## src/rtl/alu_muldiv_if.sv

```systemverilog
`default_nettype none
// ============================================================================
//  Module   : alu_muldiv_if
//  Brief    : Operand/opcode and result/handshake bundle between the control
//             unit, register-file read ports and the ALU with mul/div engine.
//  Revision : 1.0  initial release
// ============================================================================
interface alu_muldiv_if #(
    parameter int WIDTH = 32,
    parameter int OP_W  = 5
);
    logic [WIDTH-1:0] reg1;
    logic [WIDTH-1:0] reg2;
    logic [OP_W-1:0]  ALUop;
    logic             op_valid;
    logic [WIDTH-1:0] ALUresult;
    logic             wr_en;
    logic             stall;
    logic             busy;
    logic             done;
    logic             div_zero;

    modport master (
        output reg1, reg2, ALUop, op_valid,
        input  ALUresult, wr_en, stall, busy, done, div_zero
    );

    modport slave (
        input  reg1, reg2, ALUop, op_valid,
        output ALUresult, wr_en, stall, busy, done, div_zero
    );
endinterface
`default_nettype wire

```

## src/rtl/alu_muldiv.sv

```systemverilog
`default_nettype none
// ============================================================================
//  Module   : alu_muldiv
//  Brief    : Single-cycle MIPS ALU plus an iterative signed/unsigned
//             multiply/divide engine owning HI/LO, with busy/stall handshake.
//  Revision : 1.0  initial release
// ============================================================================
module alu_muldiv #(
    parameter int WIDTH = 32,
    parameter int BPC   = 1,
    parameter int OP_W  = 5
) (
    input  logic        clk,
    input  logic        rst_n,
    alu_muldiv_if.slave bus
);
    localparam int SH_W  = $clog2(WIDTH);
    localparam int STEPS = WIDTH / BPC;
    localparam int CNT_W = $clog2(STEPS + 1);

    localparam logic [OP_W-1:0] OP_AND   = OP_W'(5'h00);
    localparam logic [OP_W-1:0] OP_OR    = OP_W'(5'h01);
    localparam logic [OP_W-1:0] OP_ADD   = OP_W'(5'h02);
    localparam logic [OP_W-1:0] OP_LUI   = OP_W'(5'h03);
    localparam logic [OP_W-1:0] OP_MFLO  = OP_W'(5'h04);
    localparam logic [OP_W-1:0] OP_MFHI  = OP_W'(5'h05);
    localparam logic [OP_W-1:0] OP_SUB   = OP_W'(5'h06);
    localparam logic [OP_W-1:0] OP_SLT   = OP_W'(5'h07);
    localparam logic [OP_W-1:0] OP_SLL   = OP_W'(5'h08);
    localparam logic [OP_W-1:0] OP_SRA   = OP_W'(5'h09);
    localparam logic [OP_W-1:0] OP_DIV   = OP_W'(5'h0A);
    localparam logic [OP_W-1:0] OP_DIVU  = OP_W'(5'h0B);
    localparam logic [OP_W-1:0] OP_MULT  = OP_W'(5'h0C);
    localparam logic [OP_W-1:0] OP_MOVZ  = OP_W'(5'h0D);
    localparam logic [OP_W-1:0] OP_MULTU = OP_W'(5'h0E);
    localparam logic [OP_W-1:0] OP_MTHI  = OP_W'(5'h0F);
    localparam logic [OP_W-1:0] OP_MTLO  = OP_W'(5'h10);

    typedef enum logic [0:0] {
        ST_IDLE = 1'b0,
        ST_RUN  = 1'b1
    } state_t;

    state_t               state_q, state_d;
    logic [CNT_W-1:0]     cnt_q, cnt_d;
    logic [2*WIDTH-1:0]   acc_q, acc_d;
    logic [WIDTH-1:0]     dvs_q, dvs_d;
    logic                 is_div_q, is_div_d;
    logic                 neg_q, neg_d;
    logic                 rem_neg_q, rem_neg_d;
    logic [WIDTH-1:0]     hi_q, hi_d;
    logic [WIDTH-1:0]     lo_q, lo_d;
    logic                 done_q, done_d;
    logic                 div_zero_q, div_zero_d;

    logic                 w_op_md, w_op_div, w_op_signed, w_op_hilo;
    logic                 w_busy, w_stall;
    logic                 w_a_neg, w_b_neg;
    logic [WIDTH-1:0]     w_a_mag, w_b_mag;
    logic [SH_W-1:0]      w_shamt;
    logic [2*WIDTH-1:0]   w_acc_step;
    logic [WIDTH:0]       w_rem_sh, w_diff, w_sum;
    logic [2*WIDTH-1:0]   w_mul_res;
    logic [WIDTH-1:0]     w_quo, w_rem;
    logic [WIDTH-1:0]     w_res;
    logic                 w_wr;

    assign w_op_div    = (bus.ALUop == OP_DIV) || (bus.ALUop == OP_DIVU);
    assign w_op_md     = w_op_div || (bus.ALUop == OP_MULT) || (bus.ALUop == OP_MULTU);
    assign w_op_signed = (bus.ALUop == OP_DIV) || (bus.ALUop == OP_MULT);
    assign w_op_hilo   = (bus.ALUop == OP_MFHI) || (bus.ALUop == OP_MFLO) ||
                         (bus.ALUop == OP_MTHI) || (bus.ALUop == OP_MTLO);

    assign w_busy  = (state_q == ST_RUN);
    assign w_stall = bus.op_valid && w_busy && (w_op_md || w_op_hilo);

    assign w_a_neg = w_op_signed && bus.reg1[WIDTH-1];
    assign w_b_neg = w_op_signed && bus.reg2[WIDTH-1];
    assign w_a_mag = w_a_neg ? -bus.reg1 : bus.reg1;
    assign w_b_mag = w_b_neg ? -bus.reg2 : bus.reg2;
    assign w_shamt = bus.reg2[SH_W-1:0];

    // acc holds {partial, multiplier} for mul and {remainder, dividend/quotient} for div
    always_comb begin
        w_acc_step = acc_q;
        w_rem_sh   = '0;
        w_diff     = '0;
        w_sum      = '0;
        for (int i = 0; i < BPC; i++) begin
            if (is_div_q) begin
                w_rem_sh = {w_acc_step[2*WIDTH-1:WIDTH], w_acc_step[WIDTH-1]};
                w_diff   = w_rem_sh - {1'b0, dvs_q};
                if (!w_diff[WIDTH]) begin
                    w_acc_step = {w_diff[WIDTH-1:0], w_acc_step[WIDTH-2:0], 1'b1};
                end else begin
                    w_acc_step = {w_rem_sh[WIDTH-1:0], w_acc_step[WIDTH-2:0], 1'b0};
                end
            end else begin
                w_sum      = {1'b0, w_acc_step[2*WIDTH-1:WIDTH]} +
                             (w_acc_step[0] ? {1'b0, dvs_q} : {(WIDTH+1){1'b0}});
                w_acc_step = {w_sum, w_acc_step[WIDTH-1:1]};
            end
        end
    end

    assign w_mul_res = neg_q     ? -w_acc_step                     : w_acc_step;
    assign w_quo     = neg_q     ? -w_acc_step[WIDTH-1:0]          : w_acc_step[WIDTH-1:0];
    assign w_rem     = rem_neg_q ? -w_acc_step[2*WIDTH-1:WIDTH]    : w_acc_step[2*WIDTH-1:WIDTH];

    always_comb begin
        state_d    = state_q;
        cnt_d      = cnt_q;
        acc_d      = acc_q;
        dvs_d      = dvs_q;
        is_div_d   = is_div_q;
        neg_d      = neg_q;
        rem_neg_d  = rem_neg_q;
        hi_d       = hi_q;
        lo_d       = lo_q;
        done_d     = 1'b0;
        div_zero_d = 1'b0;
        case (state_q)
            ST_IDLE: begin
                if (bus.op_valid && w_op_md) begin
                    if (w_op_div && (bus.reg2 == '0)) begin
                        // No iteration: results land at the accept edge
                        hi_d       = bus.reg1;
                        lo_d       = '1;
                        done_d     = 1'b1;
                        div_zero_d = 1'b1;
                    end else begin
                        state_d   = ST_RUN;
                        cnt_d     = CNT_W'(STEPS);
                        acc_d     = {{WIDTH{1'b0}}, w_a_mag};
                        dvs_d     = w_b_mag;
                        is_div_d  = w_op_div;
                        neg_d     = w_a_neg ^ w_b_neg;
                        rem_neg_d = w_a_neg;
                    end
                end else if (bus.op_valid && (bus.ALUop == OP_MTHI)) begin
                    hi_d = bus.reg1;
                end else if (bus.op_valid && (bus.ALUop == OP_MTLO)) begin
                    lo_d = bus.reg1;
                end
            end
            ST_RUN: begin
                acc_d = w_acc_step;
                cnt_d = cnt_q - CNT_W'(1);
                if (cnt_q == CNT_W'(1)) begin
                    state_d = ST_IDLE;
                    done_d  = 1'b1;
                    if (is_div_q) begin
                        hi_d = w_rem;
                        lo_d = w_quo;
                    end else begin
                        hi_d = w_mul_res[2*WIDTH-1:WIDTH];
                        lo_d = w_mul_res[WIDTH-1:0];
                    end
                end
            end
            default: state_d = ST_IDLE;
        endcase
    end

    always_ff @(posedge clk or negedge rst_n) begin
        if (!rst_n) begin
            state_q    <= ST_IDLE;
            cnt_q      <= '0;
            acc_q      <= '0;
            dvs_q      <= '0;
            is_div_q   <= 1'b0;
            neg_q      <= 1'b0;
            rem_neg_q  <= 1'b0;
            hi_q       <= '0;
            lo_q       <= '0;
            done_q     <= 1'b0;
            div_zero_q <= 1'b0;
        end else begin
            state_q    <= state_d;
            cnt_q      <= cnt_d;
            acc_q      <= acc_d;
            dvs_q      <= dvs_d;
            is_div_q   <= is_div_d;
            neg_q      <= neg_d;
            rem_neg_q  <= rem_neg_d;
            hi_q       <= hi_d;
            lo_q       <= lo_d;
            done_q     <= done_d;
            div_zero_q <= div_zero_d;
        end
    end

    always_comb begin
        w_res = '0;
        w_wr  = 1'b1;
        case (bus.ALUop)
            OP_AND:  w_res = bus.reg1 & bus.reg2;
            OP_OR:   w_res = bus.reg1 | bus.reg2;
            OP_ADD:  w_res = bus.reg1 + bus.reg2;
            OP_LUI:  w_res = {bus.reg2[WIDTH/2-1:0], {(WIDTH/2){1'b0}}};
            OP_MFLO: begin w_res = lo_q; w_wr = !w_stall; end
            OP_MFHI: begin w_res = hi_q; w_wr = !w_stall; end
            OP_SUB:  w_res = bus.reg1 - bus.reg2;
            OP_SLT:  w_res = {{(WIDTH-1){1'b0}}, ($signed(bus.reg1) < $signed(bus.reg2))};
            OP_SLL:  w_res = bus.reg1 << w_shamt;
            OP_SRA:  w_res = $unsigned($signed(bus.reg1) >>> w_shamt);
            OP_MOVZ: begin w_res = bus.reg1; w_wr = (bus.reg2 == '0); end
            default: w_wr = 1'b0;
        endcase
    end

    assign bus.ALUresult = w_res;
    assign bus.wr_en     = w_wr;
    assign bus.stall     = w_stall;
    assign bus.busy      = w_busy;
    assign bus.done      = done_q;
    assign bus.div_zero  = div_zero_q;
endmodule
`default_nettype wire
```

## src/flat_wrapper.sv

```systemverilog
// flat-port wrapper written by rule: the top's interface ports become plain ports
module alu_muldiv_flat 
#(
    parameter int WIDTH = 32,
    parameter int BPC   = 1,
    parameter int OP_W  = 5
)
  (clk, rst_n, bus_reg1, bus_reg2, bus_ALUop, bus_op_valid, bus_ALUresult, bus_wr_en, bus_stall, bus_busy, bus_done, bus_div_zero);
  alu_muldiv_if #(.WIDTH(WIDTH), .OP_W(OP_W)) bus_i ();
  input  logic clk;
  input  logic rst_n;
  input wire logic [$bits(bus_i.reg1)-1:0] bus_reg1;
  input wire logic [$bits(bus_i.reg2)-1:0] bus_reg2;
  input wire logic [$bits(bus_i.ALUop)-1:0] bus_ALUop;
  input wire logic [$bits(bus_i.op_valid)-1:0] bus_op_valid;
  output wire logic [$bits(bus_i.ALUresult)-1:0] bus_ALUresult;
  output wire logic [$bits(bus_i.wr_en)-1:0] bus_wr_en;
  output wire logic [$bits(bus_i.stall)-1:0] bus_stall;
  output wire logic [$bits(bus_i.busy)-1:0] bus_busy;
  output wire logic [$bits(bus_i.done)-1:0] bus_done;
  output wire logic [$bits(bus_i.div_zero)-1:0] bus_div_zero;
  assign bus_i.reg1 = bus_reg1;
  assign bus_i.reg2 = bus_reg2;
  assign bus_i.ALUop = bus_ALUop;
  assign bus_i.op_valid = bus_op_valid;
  assign bus_ALUresult = bus_i.ALUresult;
  assign bus_wr_en = bus_i.wr_en;
  assign bus_stall = bus_i.stall;
  assign bus_busy = bus_i.busy;
  assign bus_done = bus_i.done;
  assign bus_div_zero = bus_i.div_zero;
  alu_muldiv #(.WIDTH(WIDTH), .BPC(BPC), .OP_W(OP_W)) u_core (.clk(clk), .rst_n(rst_n), .bus(bus_i));
endmodule
```

## config.mk

```make
export PLATFORM = sky130hd
export DESIGN_NAME = alu_muldiv_flat
export DESIGN_NICKNAME = d
export VERILOG_FILES = /design/src/rtl/alu_muldiv_if.sv /design/src/rtl/alu_muldiv.sv /design/src/flat_wrapper.sv
export SDC_FILE = /design/constraint.sdc
export NUM_CORES = 1
export LEC_CHECK = 0
export BUFFER_PORTS_ARGS = -buffer_cell sky130_fd_sc_hd__clkbuf_2
export CORE_ASPECT_RATIO = 2
export CORE_MARGIN = 2
export CORE_UTILIZATION = 35
export DETAILED_ROUTE_END_ITERATION = 12
export SYNTH_ARGS = -nofsm -noshare
export SYNTH_HDL_FRONTEND = slang
export SYNTH_SLANG_ARGS = --single-unit
```

## constraint.sdc

```tcl
create_clock -name clk -period 6.2 [get_ports clk]
set_input_delay 0.62 -clock clk [delete_from_list [all_inputs] [get_ports clk]]
set_output_delay 0.62 -clock clk [all_outputs]
set_load 0.1 [all_outputs]
```

Word level (Yosys, flattened, before mapping) --
Cells that the tools add are included.
Storage, ports and cells: latch bits 0, bits in read-only memories 0, register bits after elaboration 172, RAM bits 0, memories 0, output and inout bits 37
Cells by class: magnitude comparators 1, multiply operators 0, reduce and logical (&&, ||, !) cells 25, muxes and demuxes 38, eq/ne operators 24, div/mod/pow operators 0, bitwise logic cells 5, add/subtract/negate cells 10, shift operators 2
Operator list (count):
- 2-to-1 mux 32 bit | 16
- one-hot mux 32 bit (11 select lines) | 1
- 2-to-1 mux 64 bit | 5
- negator 32 bit | 4
- one-hot mux 32 bit (2 select lines) | 2
- one-hot mux 64 bit (2 select lines) | 1
- negator 64 bit | 1
- equality test 5 x 4 -> 1 bit, second input constant | 8
- adder 32 x 33 -> 33 bit | 1
- subtractor 33 x 32 -> 33 bit | 1
- adder 32 bit | 1
- AND 32 bit | 1
- logical NOT 32 bit | 1
- < comparator 32 bit | 1
- OR 32 bit | 1
- << shifter 32 x 5 -> 32 bit | 1
- >>> shifter 32 x 5 -> 32 bit | 1
- subtractor 32 bit | 1
- equality test 5 x 3 -> 1 bit, second input constant | 4
- 2-to-1 mux 6 bit | 2
- one-hot mux 6 bit (2 select lines) | 1
- equality test 5 x 2 -> 1 bit, second input constant | 2
- logical AND 1 bit | 8
- logical OR 1 bit | 8
- other kinds (21) | 32

Longest topological paths before layout --
Gate-level depths: netlist (run 1).
depth in word-level cells 8, mapped depth 24, gate-level depth less buffers 22

Least setup slack after synthesis (run 1) --
No wires, ideal clock.
path kind input -> output, from input port bus_reg2[2], to output port bus_ALUresult[24], slack -0.675 ns, buffers on the path 3, required time 5.580 ns, stages on the path 18, arrival time 6.255 ns, cells stage by stage clkbuf_1 > inv_2 > buf_1 > clkbuf_1 > ha_1 > a21o_1 > a21o_1 > a21o_1 > a21o_1 > a21o_1 > a2111o_1 > nand4_1 > nand2_1 > a21boi_0 > o21ai_0 > o21ai_0 > xnor2_1 > o21ai_0
Between the ends: longest elaborated chain between the ends 2
RTL lines:
- start: declaration | line flat_wrapper.sv:13 | input wire logic [$bits(bus_i.reg2)-1:0] bus_reg2;
- subtractor 32 bit (tied with other cells) | line alu_muldiv.sv:203 | OP_SUB: w_res = bus.reg1 - bus.reg2;
- one-hot mux 32 bit (11 select lines) (*) | line alu_muldiv.sv:196 | case (bus.ALUop)
- end: declaration | line flat_wrapper.sv:16 | output wire logic [$bits(bus_i.ALUresult)-1:0] bus_ALUresult;
Every way passes the cells marked *; elsewhere a longest branch is shown, timed or not.

Final worst setup path (run 1) --
from register u_core.acc_q[40], to register u_core.hi_q[16]
Between the ends: longest elaborated chain between the ends 8
RTL lines:
- start: declaration | line alu_muldiv.sv:46 | logic [2*WIDTH-1:0] acc_q, acc_d;
- start signal: assignment | line alu_muldiv.sv:169 | acc_q <= '0;
- start signal: assignment | line alu_muldiv.sv:181 | acc_q <= acc_d;
- subtractor 33 x 32 -> 33 bit | line alu_muldiv.sv:92 | w_diff = w_rem_sh - {1'b0, dvs_q};
- 2-to-1 mux 64 bit | line alu_muldiv.sv:93 | if (!w_diff[WIDTH]) begin
- 2-to-1 mux 64 bit (*) | line alu_muldiv.sv:90 | if (is_div_q) begin
- negator 64 bit / negator 32 bit (equally long branches) | line alu_muldiv.sv:106, alu_muldiv.sv:108
- 2-to-1 mux 64 bit / 2-to-1 mux 32 bit (equally long branches) | line alu_muldiv.sv:106, alu_muldiv.sv:108
- 2-to-1 mux 32 bit (*) | line alu_muldiv.sv:152 | if (is_div_q) begin
- 2-to-1 mux 32 bit (*) | line alu_muldiv.sv:149 | if (cnt_q == CNT_W'(1)) begin
- one-hot mux 32 bit (2 select lines) (*) | line alu_muldiv.sv:122 | case (state_q)
- end signal: assignment | line alu_muldiv.sv:186 | hi_q <= hi_d;
- end: declaration | line alu_muldiv.sv:51 | logic [WIDTH-1:0] hi_q, hi_d;
Every way passes the cells marked *; elsewhere a longest branch is shown, timed or not. The select of a mux whose other input is x is not followed. A chain may end at the register's enable or synchronous reset.

==> summary.md, run 1 <==
| Metric | Value |
|---|---|
| Combinational power share | `~76%` |
| Clock power frac | `~8.9%` |
| Area share of the largest cell type after synthesis | `approximately 18%` |
| DRT Pass-1 Iters | `8` |
| Die area | `70660 µm²` |
| Register area share after synthesis | `between 10% and 20%` |
| Routed wl met2 | `roughly 70 mm` |
| # rows | `135` |
| Top cells by area, synth | `dfrtp_1, ha_1, o21ai_0` |
| Vias in the first global route | `27770` |
| IO buf count | `roughly 110` |
| Total leakage power | `roughly 0.012 µW` |
| Yosys Warn Count | `0` |
| Die Ht | `~370 µm` |
| EDFF count, synth | `0` |
| Dpl cells | `4220` |
| Worst Setup End Kind | `register` |
| Internal | `about 6700 µW` |
| Grt ovf | `0` |
| CTS tree | `done` |
| Yosys reg bits | `~170` |
| Psw | `about 8900 µW` |
| Max VDD drop | `approximately 0.00023 V` |
| Post-Syn Area | `approximately 24000 µm²` |
| Post-CTS sizing | `0` |
| Sink Count | `~170` |
| Initial antenna violation count | `14` |
| Clk_skew | `0.02446 ns` |
| Final period util | `95.33%` |
| Final Hold Fails | `0` |
| Initial Util | `approximately 35%` |
| Top routing layer in use | `met5` |
| Routed vias | `roughly 28000` |
| Crit Path Max Fanout | `9` |
| Max-cap violations | `0` |
| RePlAce Congestion | `1.085` |
| Crit path DAT | `between 6 and 7 ns` |
| Total CTS buffers | `25` |
| Rel. slew slack | `between 5 and 6%` |
| CTS Root Cell | `clkbuf_16` |
| DR iter-0 viols | `between 3000 and 4000` |
| CTS Hold Bufs | `0` |
| Avg Vias per Cell | `6.528` |
| Req. time, crit path | `~6.6 ns` |
| Sw Ratio | `a little under three fifths` |
| Min cycle time layout | `about 5.9 ns` |
| Drt wl/cell | `about 33 µm` |
| Post-CTS Setup Bufs | `0` |
| Asr flop ratio synth | `between 90% and 100%` |
| Die X | `between 150 and 200 µm` |
| Routed wl met3 | `~10 mm` |
| Worst Setup Path Type | `register to register` |
| Main flop type after synthesis | `dfrtp_1` |
| Crit start category | `register` |
| CTS Buffer Depth | `3` |
| Hold slack | `0.05847 ns` |
| Final setup TNS | `0 ns` |
| Clock Pin Slew Worst Setup and Hold Paths | `~0.07 ns` |
| IO Pins | `109` |
| Netlist cell types | `94` |
| Syn-to-layout area delta | `12.76%` |
| Nets | `~3600` |
| Syn avg cell area | `7.205 µm²` |
| Final WL | `139.5 mm` |
| All-Layer GR Usage | `39.00%` |
| Largest net degree at the start of global routing | `~110` |
| Cell count after synthesis | `about 3300` |
| CTS HTree Levels | `4` |
| DRT met1 WL | `42.95 mm` |
| Most common cell in the netlist | `nand2_1` |
| Top cells by count, synth | `nand2_1, o21ai_0, nor2_1` |
| DP HPWL | `between 100 and 150 mm` |
| Outcome | `finished clean` |
| Final setup violation count | `0` |
| Max-slew violation count | `0` |
| DRC Markers | `0` |
| Slew @ Worst Pin | `between 1 and 1.5 ns` |
| First-pass GRT wire length | `between 150 and 200 mm` |
| Core ar. | `between 60000 and 70000 µm²` |
| Antenna violation net count after detailed routing | `0` |
| HP Class | `primary input to async pin` |
| Power Density | `about 580 nW/µm²` |
| Leading area contributor after synthesis | `dfrtp_1` |
| Share of cells above drive strength 1 | `a little under an eighth` |
| Final Instance Count excl. Fillers | `approximately 4300` |
| Syn_nets | `around 3600` |
| RSZ-0062 raised after global routing | `false` |
| Fmax achieved | `169.2 MHz` |
| Seq pwr share | `about 16%` |
| Clk_lat worst skew | `0.53 ns` |
-- critical path, cell delays in order (launching register included) --
cell	delay (ns)
dfrtp_1	0.46
ha_1	0.44
a21o_1	0.26
a311o_1	0.43
a221o_1	0.38
o21ai_1	0.35
a211oi_4	0.17
a21oi_1	0.23
ha_1	0.22
o21ai_0	0.19
nor4_1	0.55
buf_4	0.31
nand3_1	0.34
o31ai_1	0.55
nor2_1	0.08
a21oi_1	0.13
buf_4	0.16
a21oi_1	0.09
xor2_1	0.22
mux2i_1	0.10
o21ai_0	0.17
-- path summary, 6_finish.rpt --
path                                  start                to  slack [ns]  cells after the start
max in group asynchronous             rst_n   u_core.acc_q[9]        5.04                      2
min reg2reg                  u_core.hi_q[7]    u_core.hi_q[7]        0.48                      1
max                        u_core.acc_q[40]   u_core.hi_q[16]        0.29                     20
max reg2reg                u_core.acc_q[40]   u_core.hi_q[16]        0.29                     20
min                                   rst_n  u_core.acc_q[57]        0.06                      1
min in group clk             u_core.hi_q[7]    u_core.hi_q[7]        0.48                      1
-- per-layer routing --
layer / global-route usage [%] / up-vias
li1: - / 12150
met1: 35.63 / 13330
met2: 67.03 / 1644
met3: 10.16 / 712
met4: 41.29 / 6
met5: 0 / -
-- cells by family (layout without fill, tap and decap cells) --
kind of cell | Yosys count | count (layout) | synth area share, %
simple gates | 1078 | 1078 | 20.64
buf+inv | 413 | 453 | 6.677
flops | 172 | 172 | 17.97
other cells | 0 | 11 | 0
compound gates | 1140 | 1140 | 30.53
xor+xnor | 191 | 191 | 6.985
fa+ha+maj | 171 | 171 | 9.059
mux | 159 | 159 | 8.140
-- cell usage in the layout (no fill, tap or decap), types with 116 or more instances in the layout --
cell     count
buf_4      151
dfrtp_1    170
xnor2_1    135
o21ai_0    354
ha_1       167
mux2i_1    116
inv_1      154
nor2_1     292
a21oi_1    228
nand2_1    395
-- power groups by stage --
stage	combinational [µW]	clock, µW	sequential, µW
after detailed placement	11300	0	2390
after global placement	11300	0	2380
after floorplan	7810	0	2070
final	11800	1380	2420
after global routing	12600	1430	2460
after CTS	11400	1390	2370
-- through the flow --
step	setup WS, ns	total power [µW]	util (%)	cell area, µm²
2_1_floorplan	0.009629	9879	-	23950
3_3_place_gp	0.5169	13670	38.72	26230
3_5_place_dp	0.4869	13710	38.72	26230
4_1_cts	0.4260	15140	39.80	26960
5_1_grt	0.1097	16440	39.84	26990
6_report	0.2893	15550	39.87	27010
-- sequential cells by signal, indices dropped and copies added (netlist names) --
name                 count
u_core.acc_q            64
u_core.bus.busy          1
u_core.bus.div_zero      1
u_core.bus.done          1
u_core.cnt_q             6
u_core.dvs_q            32
u_core.hi_q             32
u_core.is_div_q          1
u_core.lo_q             32
u_core.neg_q             1
u_core.rem_neg_q         1
-- area by class of cell --
class | instances | area, µm²
clock inverter | 5 | 78.83
inverter | 159 | 596.8
clock buffer | 27 | 653.1
antenna | 11 | 27.53
timing repair buffer | 262 | 2110
tap | 890 | 1114
sequential | 172 | 4312
multi-input combinational | 2739 | 18110
fill | 7203 | 40730
Power figures use the tool's default switching activity.
==> run 2: changes to the inputs <==
--- a/config.mk
+++ b/config.mk
@@ -5,6 +5,7 @@
 export SDC_FILE = /design/constraint.sdc
 export NUM_CORES = 1
 export LEC_CHECK = 0
+export ABC_AREA = 1
 export BUFFER_PORTS_ARGS = -buffer_cell sky130_fd_sc_hd__clkbuf_2
 export CORE_ASPECT_RATIO = 2
 export CORE_MARGIN = 2
==> run 2 against run 1 <==
The flow now stops in global routing (5_1_grt). Area after synthesis is 7.5% higher. Synthesized cell count increased by 35%.
==> summary.md, run 2 <==
| Metric | Value |
|---|---|
| Initial Util | `35.32% (was 35.36%)` |
| EDFF count, synth | `0 (unchanged)` |
| Die Ht | `387.5 µm (was 373.9 µm)` |
| Die X | `195.8 µm (was 189.0 µm)` |
| Total CTS buffers | `17 (was 25)` |
| Grt ovf | `17` |
| Outcome | `aborted with a tool error (was finished clean)` |
| DP HPWL | `149.1 mm (was 108.0 mm)` |
| Syn_nets | `4715 (was 3567)` |
| Vias in the first global route | `between 30000 and 40000` |
| IO buf count | `108 (unchanged)` |
| Post-CTS Setup Bufs | `0 (unchanged)` |
| CTS Root Cell | `clkbuf_16 (unchanged)` |
| Halt Stage | `global routing (5_1_grt)` |
| Dpl cells | `5400 (was 4220)` |
| CTS HTree Levels | `4 (unchanged)` |
| Err | `[ERROR GRT-0116] Global routing finished with congestion. Check the congestion regions in the DRC Viewer.` |
| RePlAce Congestion | `1.113 (was 1.085)` |
| Yosys reg bits | `172 (unchanged)` |
| Yosys Warn Count | `0 (unchanged)` |
| Syn avg cell area | `5.755 µm² (was 7.205 µm²)` |
| Post-Syn Area | `25740 µm² (was 23950 µm²)` |
| CTS Hold Bufs | `0 (unchanged)` |
| Most common cell in the netlist | `nand2_1 (unchanged)` |
| Register area share after synthesis | `16.72% (was 17.97%)` |
| Area share of the largest cell type after synthesis | `18.32% (was 17.97%)` |
| Top cells by area, synth | `nand2_1, dfrtp_1, inv_1 (was dfrtp_1, ha_1, o21ai_0)` |
| Leading area contributor after synthesis | `nand2_1 (was dfrtp_1)` |
| IO Pins | `109 (unchanged)` |
| Main flop type after synthesis | `dfrtp_1 (unchanged)` |
| Netlist cell types | `68 (was 94)` |
| Top cells by count, synth | `nand2_1, inv_1, nor2_1 (was nand2_1, o21ai_0, nor2_1)` |
| # rows | `140 (was 135)` |
| CTS Buffer Depth | `2 (was 3)` |
| Asr flop ratio synth | `100.0% (unchanged)` |
| Post-CTS sizing | `0 (unchanged)` |
| Largest net degree at the start of global routing | `between 80 and 90` |
| All-Layer GR Usage | `51.35%` |
| First-pass GRT wire length | `around 280 mm` |
| Sink Count | `172 (unchanged)` |
| Cell count after synthesis | `4472 (was 3324)` |
-- run 2: changes by cell type after synthesis, sizes merged, moves of 37 or more --
cell | before | now
clkbuf | 201 | 154
a21o | 73 | 10
mux2i | 116 | 9
nor2 | 296 | 442
nand3 | 58 | 294
a21oi | 229 | 325
nand2 | 396 | 1303
and2 | 51 | 1
inv | 156 | 615
xnor2 | 135 | 10
nor3 | 82 | 45
-- run 2: through the flow --
stage / utilization, % / setup WS (ns) / instance area [µm²]
4_1_cts: 38.92 / 0.8400 / 28360
3_5_place_dp: 38.09 / 0.8478 / 27760
3_3_place_gp: 38.09 / 0.8268 / 27760
2_1_floorplan: - / 0.9804 / 25740
-- run 2: cell families after synthesis --
family | count (synthesis) | share of synthesized area, %
compound gates | 1057 | 24.18
xor+xnor | 57 | 1.940
fa+ha+maj | 171 | 8.429
flops | 172 | 16.72
buf+inv | 825 | 12.44
simple gates | 2181 | 35.93
mux | 9 | 0.3500
-- run 2: metal layers --
metal  overflow  global-route usage (%)
met1          0                   46.84
met3          0                   18.03
met2         10                   80.94
met5          0                   1.754
met4          7                   63.43
==> run 3: changes to the inputs <==
--- a/config.mk
+++ b/config.mk
@@ -7,10 +7,10 @@
 export LEC_CHECK = 0
 export ABC_AREA = 1
 export BUFFER_PORTS_ARGS = -buffer_cell sky130_fd_sc_hd__clkbuf_2
-export CORE_ASPECT_RATIO = 2
 export CORE_MARGIN = 2
-export CORE_UTILIZATION = 35
+export CORE_UTILIZATION = 20
 export DETAILED_ROUTE_END_ITERATION = 12
+export PLACE_DENSITY_LB_ADDON = 0.15
 export SYNTH_ARGS = -nofsm -noshare
 export SYNTH_HDL_FRONTEND = slang
 export SYNTH_SLANG_ARGS = --single-unit
==> run 3 against run 2 <==
The flow now finishes without violations. Area after synthesis stayed put. Synthesized cell count stayed put.
==> summary.md, run 3 <==
| Metric | Value |
|---|---|
| Slew @ Worst Pin | `1.197 ns` |
| Clk_lat worst skew | `approximately 0.5 ns` |
| Post-CTS sizing | `0 (unchanged)` |
| CP peak stage delay | `roughly 0.44 ns` |
| Slowest CP cell | `a21boi_0` |
| CTS HTree Levels | `4 (unchanged)` |
| Die X | `362.7 µm (was 195.8 µm)` |
| Final WL | `between 150 and 200 mm` |
| Crit path cell chain | `clkbuf_2, inv_1, ha_1, inv_1, fa_1, nand3_1, nand2_1, nand2_1, nand2_1, a21oi_1, inv_1, nand2_1, nand2_1, a21boi_1, o21ai_0, a21boi_0, o21ai_0, a21oi_1, inv_1, nand2_1, nand3_1, nand4_1, buf_12` |
| Max VDD drop | `0.0002878 V` |
| IO buf count | `108 (unchanged)` |
| Req. time, crit path | `5.58 ns` |
| Outcome | `finished clean (was aborted with a tool error)` |
| Most common cell in the netlist | `nand2_1 (unchanged)` |
| Final WS setup | `about 0.8 ns` |
| Fmax achieved | `about 180 MHz` |
| Routed vias | `between 30000 and 40000` |
| Total CTS buffers | `17 (unchanged)` |
| Layout Utilization | `between 20 and 25%` |
| CTS Hold Bufs | `0 (unchanged)` |
| Cell count after synthesis | `4472 (unchanged)` |
| Max-slew violation count | `0` |
| CTS Root Cell | `clkbuf_16 (unchanged)` |
| Area share of the largest cell type after synthesis | `18.32% (unchanged)` |
| Initial Util | `20.16% (was 35.32%)` |
| Die area | `131600 µm²` |
| CTS Buffer Depth | `2 (unchanged)` |
| Max reg flops | `64` |
| Syn-to-layout area delta | `13.55%` |
| DRT Pass-1 Iters | `6` |
| Final Hold Fails | `0` |
| Grt ovf | `0` |
| CTS tree | `done` |
| Top delay family on crit path | `compound AO/OA/AOI/OAI gates` |
| Leading area contributor after synthesis | `nand2_1 (unchanged)` |
| Syn_nets | `4715 (unchanged)` |
| Min cycle time layout | `approximately 5.4 ns` |
| Total leakage power | `0.01421 µW` |
| Antenna violation net count after detailed routing | `0` |
| Yosys Warn Count | `0 (unchanged)` |
| Hold slack | `about 0.14 ns` |
| Crit Path Max Fanout | `7` |
| Power Density | `547.8 nW/µm²` |
| IO Pins | `109 (unchanged)` |
| Final setup violation count | `0` |
| Worst Setup Path Type | `primary input to output pin` |
| Clock Pin Slew Worst Setup and Hold Paths | `approximately 0.090 ns` |
| Most flop-heavy register | `u_core.acc_q` |
| Clk_skew | `0.02174 ns` |
| RePlAce Congestion | `1.012 (was 1.113)` |
| Post-CTS Setup Bufs | `0 (unchanged)` |
| # rows | `131 (was 140)` |
| First-pass GRT wire length | `between 200 and 250 mm` |
| Largest net degree at the start of global routing | `76` |
| RSZ-0062 raised after global routing | `false` |
| Drt wl/cell | `approximately 26 µm` |
| All-Layer GR Usage | `a little under a quarter` |
| Netlist cell types | `68 (unchanged)` |
| Nets | `between 4000 and 5000` |
| DP HPWL | `130.1 mm (was 149.1 mm)` |
| Rel. slew slack | `between 20% and 30%` |
| Sink Count | `172 (unchanged)` |
| EDFF count, synth | `0 (unchanged)` |
| Yosys reg bits | `172 (unchanged)` |
| Register area share after synthesis | `16.72% (unchanged)` |
| Crit path DAT | `approximately 4.8 ns` |
| Core ar. | `127700 µm²` |
| Crit start category | `primary input` |
| Top cells by count, synth | `nand2_1, inv_1, nor2_1 (unchanged)` |
| Avg Vias per Cell | `between 5 and 6` |
| Post-Syn Area | `25740 µm² (unchanged)` |
| Max-cap violations | `0` |
| Asr flop ratio synth | `100.0% (unchanged)` |
| Main flop type after synthesis | `dfrtp_1 (unchanged)` |
| DR iter-0 viols | `around 3200` |
| DRC Markers | `0` |
| Place WS | `0.9314 ns (was 0.8478 ns)` |
| Total power | `~16000 µW` |
| HP Class | `primary input to async pin` |
| Initial antenna violation count | `11` |
| CP Buf/Inv Count | `6` |
| Final period util | `87.45%` |
| Crit path top cell by count | `nand2_1` |
| Final setup TNS | `0 ns` |
| Die Ht | `362.7 µm (was 387.5 µm)` |
| Share of cells above drive strength 1 | `between 8 and 9%` |
| Most common cell after layout, fill and taps aside | `nand2_1` |
| Top cells by area, synth | `nand2_1, dfrtp_1, inv_1 (unchanged)` |
| Vias in the first global route | `between 30000 and 40000` |
| Syn avg cell area | `5.755 µm² (unchanged)` |
| Most frequent cells in the layout | `nand2_1, inv_1, nor2_1` |
| Worst Setup End Kind | `output pin` |
## run 3: cell counts after synthesis
Identical to the previous run, type by type.
## run 3: report_power, final
group	internal [µW]	switching [µW]	total (µW)
sequential	1700	689	2390
combinational	3410	8990	12400
clock	635	587	1220
## run 3: logic make-up (layout without fill, tap and decap cells)
group                      Yosys count  in the layout  synth area share (%)
DFF                                172            172                 16.72
AOI/OAI and AO/OA                 1057           1057                 24.18
buffers and inverters              825            854                 12.44
and+or+nand+nor                   2181           2181                 35.93
muxes                                9              9                0.3500
other                                0              2                     0
xor gates and xnor gates            57             57                 1.940
adders and majority gates          171            171                 8.429
## run 3: final timing paths
| kind | start | to | slack, ns | depth (start not counted) |
|---|---|---|---|---|
| worst max-delay path | bus_reg1[0] | bus_ALUresult[24] | 0.78 | 23 |
| worst max register to register | u_core.dvs_q[18] | u_core.hi_q[8] | 0.83 | 30 |
| worst min register to register | u_core.hi_q[17] | u_core.hi_q[17] | 0.49 | 2 |
| worst min-delay path | rst_n | u_core.acc_q[61] | 0.14 | 1 |
| max in group asynchronous | rst_n | u_core.is_div_q | 4.59 | 2 |
| min in group clk | u_core.hi_q[17] | u_core.hi_q[17] | 0.49 | 2 |
## run 3: layout make-up
class | instances | area [µm²]
Fill cell | 14920 | 98460
Tap cell | 1662 | 2079
Timing Repair Buffer | 198 | 1628
Inverter | 625 | 2349
Antenna cell | 2 | 5.005
Sequential cell | 172 | 4314
Clock inverter | 14 | 171.4
Clock buffer | 17 | 425.4
Multi-Input combinational cell | 3475 | 18250
## run 3: worst reg2reg max path: cells and delay by family, from the launching register on
kind / cells / cell delay (ns)
buffers and inverters: 3 / 0.17
AND/OR/NAND/NOR: 20 / 2.51
flip-flops: 1 / 0.43
adder cells (fa/ha/maj): 2 / 0.63
AO/OA/AOI/OAI: 5 / 1.58
## run 3: per-layer routing
layer | track usage [%] | up-vias | part of all wire, %
met3 | 3.046 | 274 | 5.6
met1 | 31.22 | 15050 | 44
met5 | 0 | - | 0.036
li1 | - | 14800 | -
met2 | 38.08 | 1195 | 45
met4 | 11.46 | 8 | 5.4
## run 3: through the flow
| stage | instance area [µm²] | std cells |
|---|---|---|
| 5_1_grt | 29220 | 6163 |
| 3_3_place_gp | 28620 | 6132 |
| 2_1_floorplan | 25740 | 4472 |
| 3_5_place_dp | 28620 | 6132 |
| 4_1_cts | 29220 | 6163 |
| 6_report | 29230 | 6165 |
